File: src/rtl/capture_pkg.sv
`default_nettype none
// ============================================================================
//  Module   : capture_pkg
//  Purpose  : Shared constants and entry-width helper for the result capture
//             FIFO. Optional feature macro: CAPTURE_PARITY_EN (adds one
//             stored parity bit per entry).
//  Revision : 1.0 - initial release
// ============================================================================
package capture_pkg;

  localparam int DEFAULT_WIDTH = 6;
  localparam int DEFAULT_DEPTH = 8;

  // Width of one stored FIFO entry: data plus the optional parity bit.
  function automatic int entry_width(input int width);
`ifdef CAPTURE_PARITY_EN
    return width + 1;
`else
    return width;
`endif
  endfunction

endpackage : capture_pkg
`default_nettype wire

File: src/rtl/capture_fifo_mem.sv
`default_nettype none
// ============================================================================
//  Module   : capture_fifo_mem
//  Purpose  : DEPTH x EW register array with one synchronous write port and
//             one asynchronous read port. Contents are not reset; validity is
//             tracked by the pointers in the parent.
//  Revision : 1.0 - initial release
// ============================================================================
module capture_fifo_mem #(
  parameter  int DEPTH = 8,
  parameter  int EW    = 6,
  localparam int AW    = $clog2(DEPTH)
) (
  input  logic          clk,
  input  logic          we,
  input  logic [AW-1:0] waddr,
  input  logic [EW-1:0] wdata,
  input  logic [AW-1:0] raddr,
  output logic [EW-1:0] rdata
);

  logic [EW-1:0] r_mem [DEPTH];

  // Store the incoming entry at the write address.
  always_ff @(posedge clk) begin
    if (we) begin
      r_mem[waddr] <= wdata;
    end
  end

  assign rdata = r_mem[raddr];

endmodule : capture_fifo_mem
`default_nettype wire

File: src/rtl/bus_result_capture_fifo.sv
`default_nettype none
// ============================================================================
//  Module   : bus_result_capture_fifo
//  Purpose  : Capture stage for the and2_bus result bus. Buffers valid
//             results in a show-ahead FIFO behind a valid/ready handshake and
//             flags (sticky) any push attempted while full.
//             Optional feature macro: CAPTURE_PARITY_EN (per-entry parity,
//             checked on the head entry).
//  Revision : 1.0 - initial release
// ============================================================================
module bus_result_capture_fifo
  import capture_pkg::*;
#(
  parameter  int WIDTH = DEFAULT_WIDTH,
  parameter  int DEPTH = DEFAULT_DEPTH,
  localparam int AW    = $clog2(DEPTH)
) (
  input  logic             clk,
  input  logic             rst,
  input  logic             in_valid,
  output logic             in_ready,
  input  logic [WIDTH-1:0] in_data,
  output logic             out_valid,
  input  logic             out_ready,
  output logic [WIDTH-1:0] out_data,
  output logic [AW:0]      count,
  output logic             overflow,
  output logic             parity_err
);

  localparam int EW = entry_width(WIDTH);

  logic [AW:0]   r_wr_ptr;
  logic [AW:0]   r_rd_ptr;
  logic          r_overflow;
  logic          w_empty;
  logic          w_full;
  logic          w_push;
  logic          w_pop;
  logic [EW-1:0] w_wdata;
  logic [EW-1:0] w_rdata;

  // Extra pointer MSB distinguishes full from empty when low bits match.
  assign w_empty = (r_wr_ptr == r_rd_ptr);
  assign w_full  = (r_wr_ptr[AW-1:0] == r_rd_ptr[AW-1:0]) &&
                   (r_wr_ptr[AW] != r_rd_ptr[AW]);
  assign w_push  = in_valid && !w_full;
  assign w_pop   = out_ready && !w_empty;

  // Pointer advance and sticky overflow capture.
  always_ff @(posedge clk or posedge rst) begin
    if (rst) begin
      r_wr_ptr   <= '0;
      r_rd_ptr   <= '0;
      r_overflow <= 1'b0;
    end else begin
      if (w_push) begin
        r_wr_ptr <= r_wr_ptr + 1'b1;
      end
      if (w_pop) begin
        r_rd_ptr <= r_rd_ptr + 1'b1;
      end
      if (in_valid && w_full) begin
        r_overflow <= 1'b1;
      end
    end
  end

`ifdef CAPTURE_PARITY_EN
  assign w_wdata    = {^in_data, in_data};
  assign parity_err = !w_empty && (w_rdata[WIDTH] != ^w_rdata[WIDTH-1:0]);
`else
  assign w_wdata    = in_data;
  assign parity_err = 1'b0;
`endif

  capture_fifo_mem #(
    .DEPTH (DEPTH),
    .EW    (EW)
  ) u_mem (
    .clk   (clk),
    .we    (w_push),
    .waddr (r_wr_ptr[AW-1:0]),
    .wdata (w_wdata),
    .raddr (r_rd_ptr[AW-1:0]),
    .rdata (w_rdata)
  );

  assign in_ready  = !w_full;
  assign out_valid = !w_empty;
  // Head is masked to zero while empty so stale storage never shows.
  assign out_data  = w_empty ? '0 : w_rdata[WIDTH-1:0];
  assign count     = r_wr_ptr - r_rd_ptr;
  assign overflow  = r_overflow;

endmodule : bus_result_capture_fifo
`default_nettype wire
File: config.mk
export PLATFORM = sky130hd
export DESIGN_NAME = bus_result_capture_fifo
export DESIGN_NICKNAME = d
export VERILOG_FILES = /design/src/rtl/capture_pkg.sv /design/src/rtl/capture_fifo_mem.sv /design/src/rtl/bus_result_capture_fifo.sv
export SDC_FILE = /design/constraint.sdc
export NUM_CORES = 1
export LEC_CHECK = 0
export BUFFER_PORTS_ARGS = -buffer_cell sky130_fd_sc_hd__clkbuf_2
export CORE_UTILIZATION = 46
export DETAILED_ROUTE_END_ITERATION = 6
export SETUP_SLACK_MARGIN = 0.1
export SLEW_MARGIN = 20
export SYNTH_ARGS = -nofsm -noshare
export SYNTH_HDL_FRONTEND = slang
export SYNTH_HIERARCHICAL = 1
export SYNTH_SLANG_ARGS = --single-unit
export TNS_END_PERCENT = 50
File: constraint.sdc
create_clock -name clk -period 2.4 [get_ports clk]
set_input_delay 0.24 -clock clk [delete_from_list [all_inputs] [get_ports clk]]
set_output_delay 0.24 -clock clk [all_outputs]
set_load 0.02 [all_outputs]
* Yosys cells after proc, flatten, opt, wreduce, memory -nomap -nowiden
Memories as Yosys holds them, arrays and structs flattened.
Index checks and enable logic that the tools add are counted.
** Storage, ports and cells
- Register bits :: 9
- Bits in writable memories :: 48
- Input bits :: 10
- Word-level logic and storage cells :: 19
- Memories kept :: 1
** Operators by class
- Add/subtract/negate cells :: 3
- Equality and inequality tests :: 3
- Multiplexer cells :: 3
- Reduce and logical (&&, ||, !) cells :: 6
** Memory list
- u_mem.r_mem :: depth 8, bits a word 6, read ports 1, clocked after memory_dff 0, write ports 1, line capture_fifo_mem.sv:22 : logic [EW-1:0] r_mem [DEPTH];
** Operators with widths (count)
- adder 4 x 1 -> 4 bit, second input constant :: 2
- two-way mux 6 bit :: 1
- == test 4 bit :: 1
- logical AND 1 bit :: 4
- subtractor 4 bit :: 1
- == test 3 bit :: 1
- zero test 1 bit :: 2
- two-way mux 1 bit :: 2
- inequality test 1 bit :: 1

* Longest topological paths before layout
Gate-level depths: netlist (run 1).
- Depth after elaboration :: 6
- Gate-level depth with buffers :: 7
- Mapped depth without buffers :: 6

* Hierarchy
Netlist (run 1), hierarchy kept.
** By module, submodules not included
- capture_fifo_mem :: times used 1, cells each 82, area an instance 1901.8 um2
- bus_result_capture_fifo :: times used 1, cells each 59, area an instance 604.3 um2

* Least setup slack after synthesis (run 1)
OpenSTA, ideal clock, no wires.
- Kind :: reg2reg
- Start point :: reg r_wr_ptr[0]
- End point :: mem u_mem.r_mem[0][0], enable pin
- Library setup time :: 377 ps
- Arrival time :: 1661 ps
- Data required time :: 2023 ps
- Slack :: 362 ps
- Stages on the path, launching flop included :: 7
- Cells stage by stage :: dfrtp_1 inv_1 ha_1 nand3_1 o21a_2 nand2b_1 nor3_1
** On the way
- Word-level cells in the longest chain between the ends :: 6
** Ends and longest elaborated chain
- start, declared :: line bus_result_capture_fifo.sv:33 : logic [AW:0] r_wr_ptr;
- start signal, assigned :: line bus_result_capture_fifo.sv:58 : r_wr_ptr <= r_wr_ptr + 1'b1;
- == test 3 bit :: line bus_result_capture_fifo.sv:45 : assign w_full = (r_wr_ptr[AW-1:0] == r_rd_ptr[AW-1:0]) &&
- logical AND 1 bit :: line bus_result_capture_fifo.sv:45
- zero test 1 bit :: line bus_result_capture_fifo.sv:47 : assign w_push = in_valid && !w_full;
- logical AND 1 bit :: line bus_result_capture_fifo.sv:47
- via w_push :: line bus_result_capture_fifo.sv:38 : logic w_push;
- two-way mux 1 bit :: line capture_fifo_mem.sv:26 : if (we) begin
- two-way mux 1 bit (not written as such) :: line capture_fifo_mem.sv:27 : r_mem[waddr] <= wdata;
- end, declared :: line capture_fifo_mem.sv:22
The timed path passes the listed nets, and every way through them passes these cells.

* Worst setup path after layout (run 1)
- Start point :: reg r_rd_ptr[0]
- End point :: out out_data[2]
** On the way
- Word-level cells in the longest chain between the ends :: 2
** Ends and longest elaborated chain
- start, declared :: line bus_result_capture_fifo.sv:34 : logic [AW:0] r_rd_ptr;
- start signal, assigned :: line bus_result_capture_fifo.sv:61 : r_rd_ptr <= r_rd_ptr + 1'b1;
- memory read (8 x 6 bit)
- via w_rdata[2] :: line bus_result_capture_fifo.sv:41 : logic [EW-1:0] w_rdata;
- two-way mux 6 bit :: line bus_result_capture_fifo.sv:92 : assign out_data = w_empty ? '0 : w_rdata[WIDTH-1:0];
- end, declared :: line bus_result_capture_fifo.sv:25 : output logic [WIDTH-1:0] out_data,
The timed path passes the listed nets, and every way through them passes these cells.

==> results.yml, run 1 <==
hold_path:
  min_from: "in_valid"
  hp-class: "in -> reg"
  holdPathEnd: "overflow$_DFFE_PP0P_"
  hold_depth: 2
cells_and_area:
  final_cells: 260
  fillers: 400
  postLayoutCoreUtil_pct: 58.4
  drive_above_1_share_pct: 38.9
  area_delta_synth_final_pct: 20.5
  fin_nets: 202
  n_antenna_cell: 0
timing:
  max_freq_ghz: 0.443
  rsz0062_at_grt: "yes"
  setup_violations: 0
  hold_viol_final: 0
  hold_slack_ns: 0.157
  drv_slew: 0
  period_share_pct: 94.1
  fin_skew_ns: 0.00548
  period_needed_ns: 2.26
  tns_ns: 0
detailed_routing:
  wl_per_cell_um: 18.4
  drtIter0Drc: 107
  vias: 1332
  ant_nets: 0
  viasPerCell: 5.12
  drc: 0
  wl_um: 4770
  dr.pass1.iters: 4
power:
  powerDensity_nw_per_um2: 1420
  power.leakage_nw: 1.15
  worst_ir_drop_vdd_mv: 0.981
yosys:
  yosys.area.top_type: "edfxtp_1"
  synth_cell_types: 29
  ys_warn_count: 6
  synthesis.area_um2: 2510
  netlist_instances: 141
  synth_area_leaders: "edfxtp_1, mux4_1, dfrtp_1"
  synth_area_per_cell_um2: 17.8
  synth_nets: 157
  synth-seq-cells: 57
  seq_area_frac_synth_pct: 66.5
  synth_top_area_share_pct: 57.5
placed_design:
  dp_hpwl_um: 3030
  port_buffers: 22
  dp_cells: 239
  place_congestion: 0.789
run_status:
  status: "finished, final reports clean"
global_route:
  grt_pass1_wl_um: 7060
  met2_usage_pct: 29.3
  grt_start_max_net_pins: 17
  grt_use_total_pct: 18.8
  gr-usage-met3_pct: 5.95
  grt-busiest-layer: "met2"
  met1_usage_pct: 23.5
  grt_pass1_vias: 1328
  antenna_found_initial: 0
  grt-ovfl-total: 0
clock_network:
  h-tree-depth: 3
  cts_sinks: 57
  cts_made_buffers: 9
  clockBufferDepth: 2
  clkLatencyLatePin_ns: 0.32
  clk_pin_slew_ns: 0.06
  cts_root_buf: "clkbuf_8"
  cts_tree: "yes"
die:
  start_util_pct: 48.5
  die_x_um: 75.8
  die_area_um2: 5750
  core_um2: 5170
  die_h_um: 75.8
  fp-row-count: 26
  io_pins: 24
setup_path:
  rr_startpoint: "r_wr_ptr[2]$_DFFE_PP0P_"
  r2r-end: "u_mem/r_mem[0][5]$_DFFE_PP_"
  critPathKind: "reg -> out"
  start_kind: "register"
  crit_path_start: "r_rd_ptr[0]$_DFFE_PP0P_"
  worstPathArrival_ns: 2.02
  cp.required_ns: 2.16
  end_kind: "output port"
  path_max_fanout: 7
  rrSetupSlack_ns: 0.46
  reg2regPathDepth: 6
job:
  cap_viol_max_count: 0
[synth_stat cells, drive strengths merged]
cell	n
clkbuf	1
a21o	2
and2b	1
nand3	2
xnor2	8
nand2b	3
nand4	2
a21oi	1
conb	1
xor2	2
nor3	2
mux2	7
ha	5
edfxtp	48
inv	9
nor2	7
dfrtp	9
nand2	5
fa	1
mux4	12
buf	4
or2	1
and2	6
o21a	1
o21ai	1
[worst max-delay path, cell delays in order, from the launching register on]
cell       delay (ns)
dfrtp_2          0.41
clkbuf_16        0.17
mux4_1           0.53
mux2_2           0.27
and2_2           0.16
clkbuf_2         0.15
[final cells by class]
| class | instances | area [um2] | area share (%) |
|---|---|---|---|
| clock buffer | 9 | 124 | 4.10 |
| clock inverter | 6 | 50.0 | 1.66 |
| inverter | 9 | 33.8 | 1.12 |
| multi-input combinational | 71 | 790 | 26.1 |
| sequential | 57 | 1670 | 55.3 |
| tap | 70 | 87.6 | 2.90 |
| timing repair buffer | 38 | 265 | 8.78 |
[placed cells by master, fill, tap and decap left out, types with 6 or more instances in the layout]
master | synthesis | routed
and2_2 | 6 | 6
inv_1 | 9 | 9
mux2_2 | 6 | 6
clkbuf_8 | 0 | 9
buf_4 | 1 | 14
xnor2_1 | 8 | 8
edfxtp_1 | 48 | 48
dfrtp_1 | 9 | 6
mux4_1 | 12 | 8
nor2_1 | 7 | 7
clkbuf_2 | 0 | 19
[power breakdown]
part | total, mW | leakage, nW | internal (mW) | switching, mW
combinational | 2.10 | 0.526 | 0.994 | 1.10
sequential | 1.41 | 0.537 | 1.29 | 0.120
clock | 0.793 | 0.0890 | 0.457 | 0.336
total | 4.30 | 1.15 | 2.74 | 1.56
[state kept, by name (all words and copies together) (netlist names)]
name,cells
overflow,1
r_rd_ptr,4
r_wr_ptr,4
u_mem/r_mem,48
[logic make-up after synthesis]
group                    share of synthesized area, %
AO/OA/AOI/OAI                                    1.35
XOR/XNOR                                         3.49
adder cells (fa/ha/maj)                          3.30
buffers and inverters                            2.85
flip-flops                                       66.5
multiplexers                                     15.9
other                                           0.150
AND/OR/NAND/NOR                                  6.49
[routing by layer]
metal | up-vias | part of all wire, %
li1 | 627 | -
met1 | 666 | 44
met2 | 31 | 50
met3 | 8 | 4.0
met4 | 0 | 1.7
met5 | - | 0
[how the worst max path moves through the flow]
stage                                        endpoint  cells past startpoint
after floorplan           u_mem/r_mem[0][0]$_DFFE_PP_                      6
after detailed placement                  out_data[5]                      6
after global placement                    out_data[4]                      6
after CTS                                 out_data[4]                      5
after global routing                      out_data[1]                      5
final                                     out_data[2]                      5
[metrics by stage]
stage,total power [mW],setup WS [ns],cell area [um2]
floorplan,2.74,0.362,2510
global placement,3.22,0.405,2750
detailed placement,3.29,0.259,2750
CTS,4.11,0.107,2940
global route,4.58,0.0830,3020
finish,4.30,0.141,3020
[repair_timing]
item / 4_1_cts / 5_1_grt
pin swaps: 0 / 1
hold buffers: 1 / 0
endpoints found under the hold margin: 9 / 0
endpoints found under the setup margin: 7 / 6
resized for setup: 3 / 16
buffers inserted: 0 / 3
cloned: 0 / 2
(Power assumes the default switching activity.)
==> run 2, diff against run 1 <==
- CORE_MARGIN: default -> 5
==> run 2 against run 1 <==
Core utilization down 1.5 points. Flip-flop and latch count did not move. Die area is 22% higher. Via count is 0.83% lower. Worst setup slack better by 0.00053 ns. Fmax hardly changed. Highest routed layer unchanged.
==> results.yml, run 2 (synthesized netlist as in run 1, its figures left out) <==
run_status:
  status: "finished, final reports clean"
cells_and_area:
  final_cells: 259
  area_delta_synth_final_pct: 18.2
  reg.largest.list: "u_mem/r_mem x48, r_rd_ptr x4, r_wr_ptr x4"
  layout_common_cells: "edfxtp_1, clkbuf_2, buf_4, mux4_1"
  final_area_um2: 2960
  top_register: "u_mem/r_mem"
  drive_above_1_share_pct: 36.5
  fillers: 406
  fin_nets: 200
  layout_commonest_cell: "edfxtp_1"
  postLayoutCoreUtil_pct: 56.9
  largest_reg_flops: 48
  n_antenna_cell: 0
clock_network:
  clockBufferDepth: 2
  cts_made_buffers: 9
  cts_sinks: 57
  clkLatencyLatePin_ns: 0.32
  cts_root_buf: "clkbuf_8"
  h-tree-depth: 3
  cts_tree: "yes"
  clk_pin_slew_ns: 0.06
global_route:
  antenna_found_initial: 0
  grt_pass1_wl_um: 7230
  grt-ovfl-total: 0
  grt_start_max_net_pins: 17
  grt_pass1_vias: 1431
  grt_use_total_pct: 13.9
hold_path:
  hold_depth: 2
  hp-class: "in -> reg"
  holdPathEnd: "overflow$_DFFE_PP0P_"
  min_from: "in_valid"
die:
  start_util_pct: 48.1
  core_um2: 5200
  die_h_um: 83.8
  die_x_um: 83.8
  fp-row-count: 26
  die_area_um2: 7020
  io_pins: 24
setup_path:
  slowest_stage: "mux4_1"
  cp_cell_sequence: "buf_12 -> mux4_1 -> mux2_2 -> and2_2 -> clkbuf_2"
  worstPathArrival_ns: 2.02
  critPathKind: "reg -> out"
  start_kind: "register"
  cpPeakStageDelay_ns: 0.57
  path_max_fanout: 15
  cp_num_cells: 5
  rrSetupSlack_ns: 0.43
  crit_buf_inv: 2
  cp.required_ns: 2.16
  r2r-end: "u_mem/r_mem[0][0]$_DFFE_PP_"
  critPathTopFamily: "multiplexers"
  rr_startpoint: "r_rd_ptr[0]$_DFFE_PP0P_"
  reg2regPathDepth: 7
  end_kind: "output port"
timing:
  rsz0062_at_grt: "yes"
  tns_ns: 0
  max_freq_ghz: 0.443
  fin_skew_ns: 0.00483
  hold_viol_final: 0
  drv_slew: 0
  setup_violations: 0
  period_share_pct: 94.1
  period_needed_ns: 2.26
detailed_routing:
  wl_um: 4530
  vias: 1321
  wl_per_cell_um: 17.5
  drtIter0Drc: 80
  drc: 0
  dr.pass1.iters: 4
  ant_nets: 0
  viasPerCell: 5.10
placed_design:
  dpl_cell_area_um2: 2750
  dp_cells: 239
  dp_hpwl_um: 3010
  port_buffers: 22
  place_congestion: 0.791
power:
  power.leakage_nw: 1.15
  powerDensity_nw_per_um2: 1370
  worst_ir_drop_vdd_mv: 0.819
job:
  cap_viol_max_count: 0
-- run 2: area by class of cell --
type                            instances  area, um2  area share, %
Clock buffer                           10        128           4.31
Tap cell                               70       87.6           2.96
Clock inverter                          6       35.0           1.18
Timing Repair Buffer                   37        238           8.03
Inverter                                9       33.8           1.14
Sequential cell                        57       1670           56.4
Multi-Input combinational cell         70        771           26.0
-- run 2: how the worst max path moves through the flow --
stage | startpoint | to | slack [ns]
global placement | r_rd_ptr[0]$_DFFE_PP0P_ | out_data[2] | 0.39
finish | r_rd_ptr[0]$_DFFE_PP0P_ | out_data[5] | 0.14
floorplan | r_wr_ptr[0]$_DFFE_PP0P_ | u_mem/r_mem[0][0]$_DFFE_PP_ | 0.36
detailed placement | r_wr_ptr[0]$_DFFE_PP0P_ | out_data[5] | 0.33
CTS | r_wr_ptr[0]$_DFFE_PP0P_ | out_data[2] | 0.11
global route | r_rd_ptr[0]$_DFFE_PP0P_ | out_data[5] | 0.08
-- run 2: metal layers --
layer  global-route usage, %  share of wire [%]  wire length (um)
met2                    22.8                 50              2280
met5                       0                  0                 0
met4                    5.70               0.97                44
met1                    17.1                 43              1950
met3                    4.15                5.7               260
-- run 2: stage by stage --
| stage | setup WS (ns) | total power, mW | hold slack, ns |
|---|---|---|---|
| final | 0.141 | 4.05 | 0.149 |
| after global routing | 0.0810 | 4.29 | 0.140 |
| after floorplan | 0.362 | 2.74 | 0.0679 |
| after global placement | 0.390 | 3.22 | 0.196 |
| after CTS | 0.105 | 4.06 | 0.135 |
| after detailed placement | 0.331 | 3.29 | 0.217 |
-- run 2: report_power, final --
part,total (mW),internal [mW],switching (mW)
registers,1.39,1.29,0.104
clock network,0.725,0.366,0.359
logic,1.93,0.889,1.04
total,4.05,2.54,1.50
-- run 2: timing repair --
item                                    CTS  global route
endpoints found under the setup margin    7             6
endpoints found under the hold margin     9             0
gates resized for setup                   4             2
setup buffers                             0             3
pin swaps                                 0             0
hold buffers                              1             0
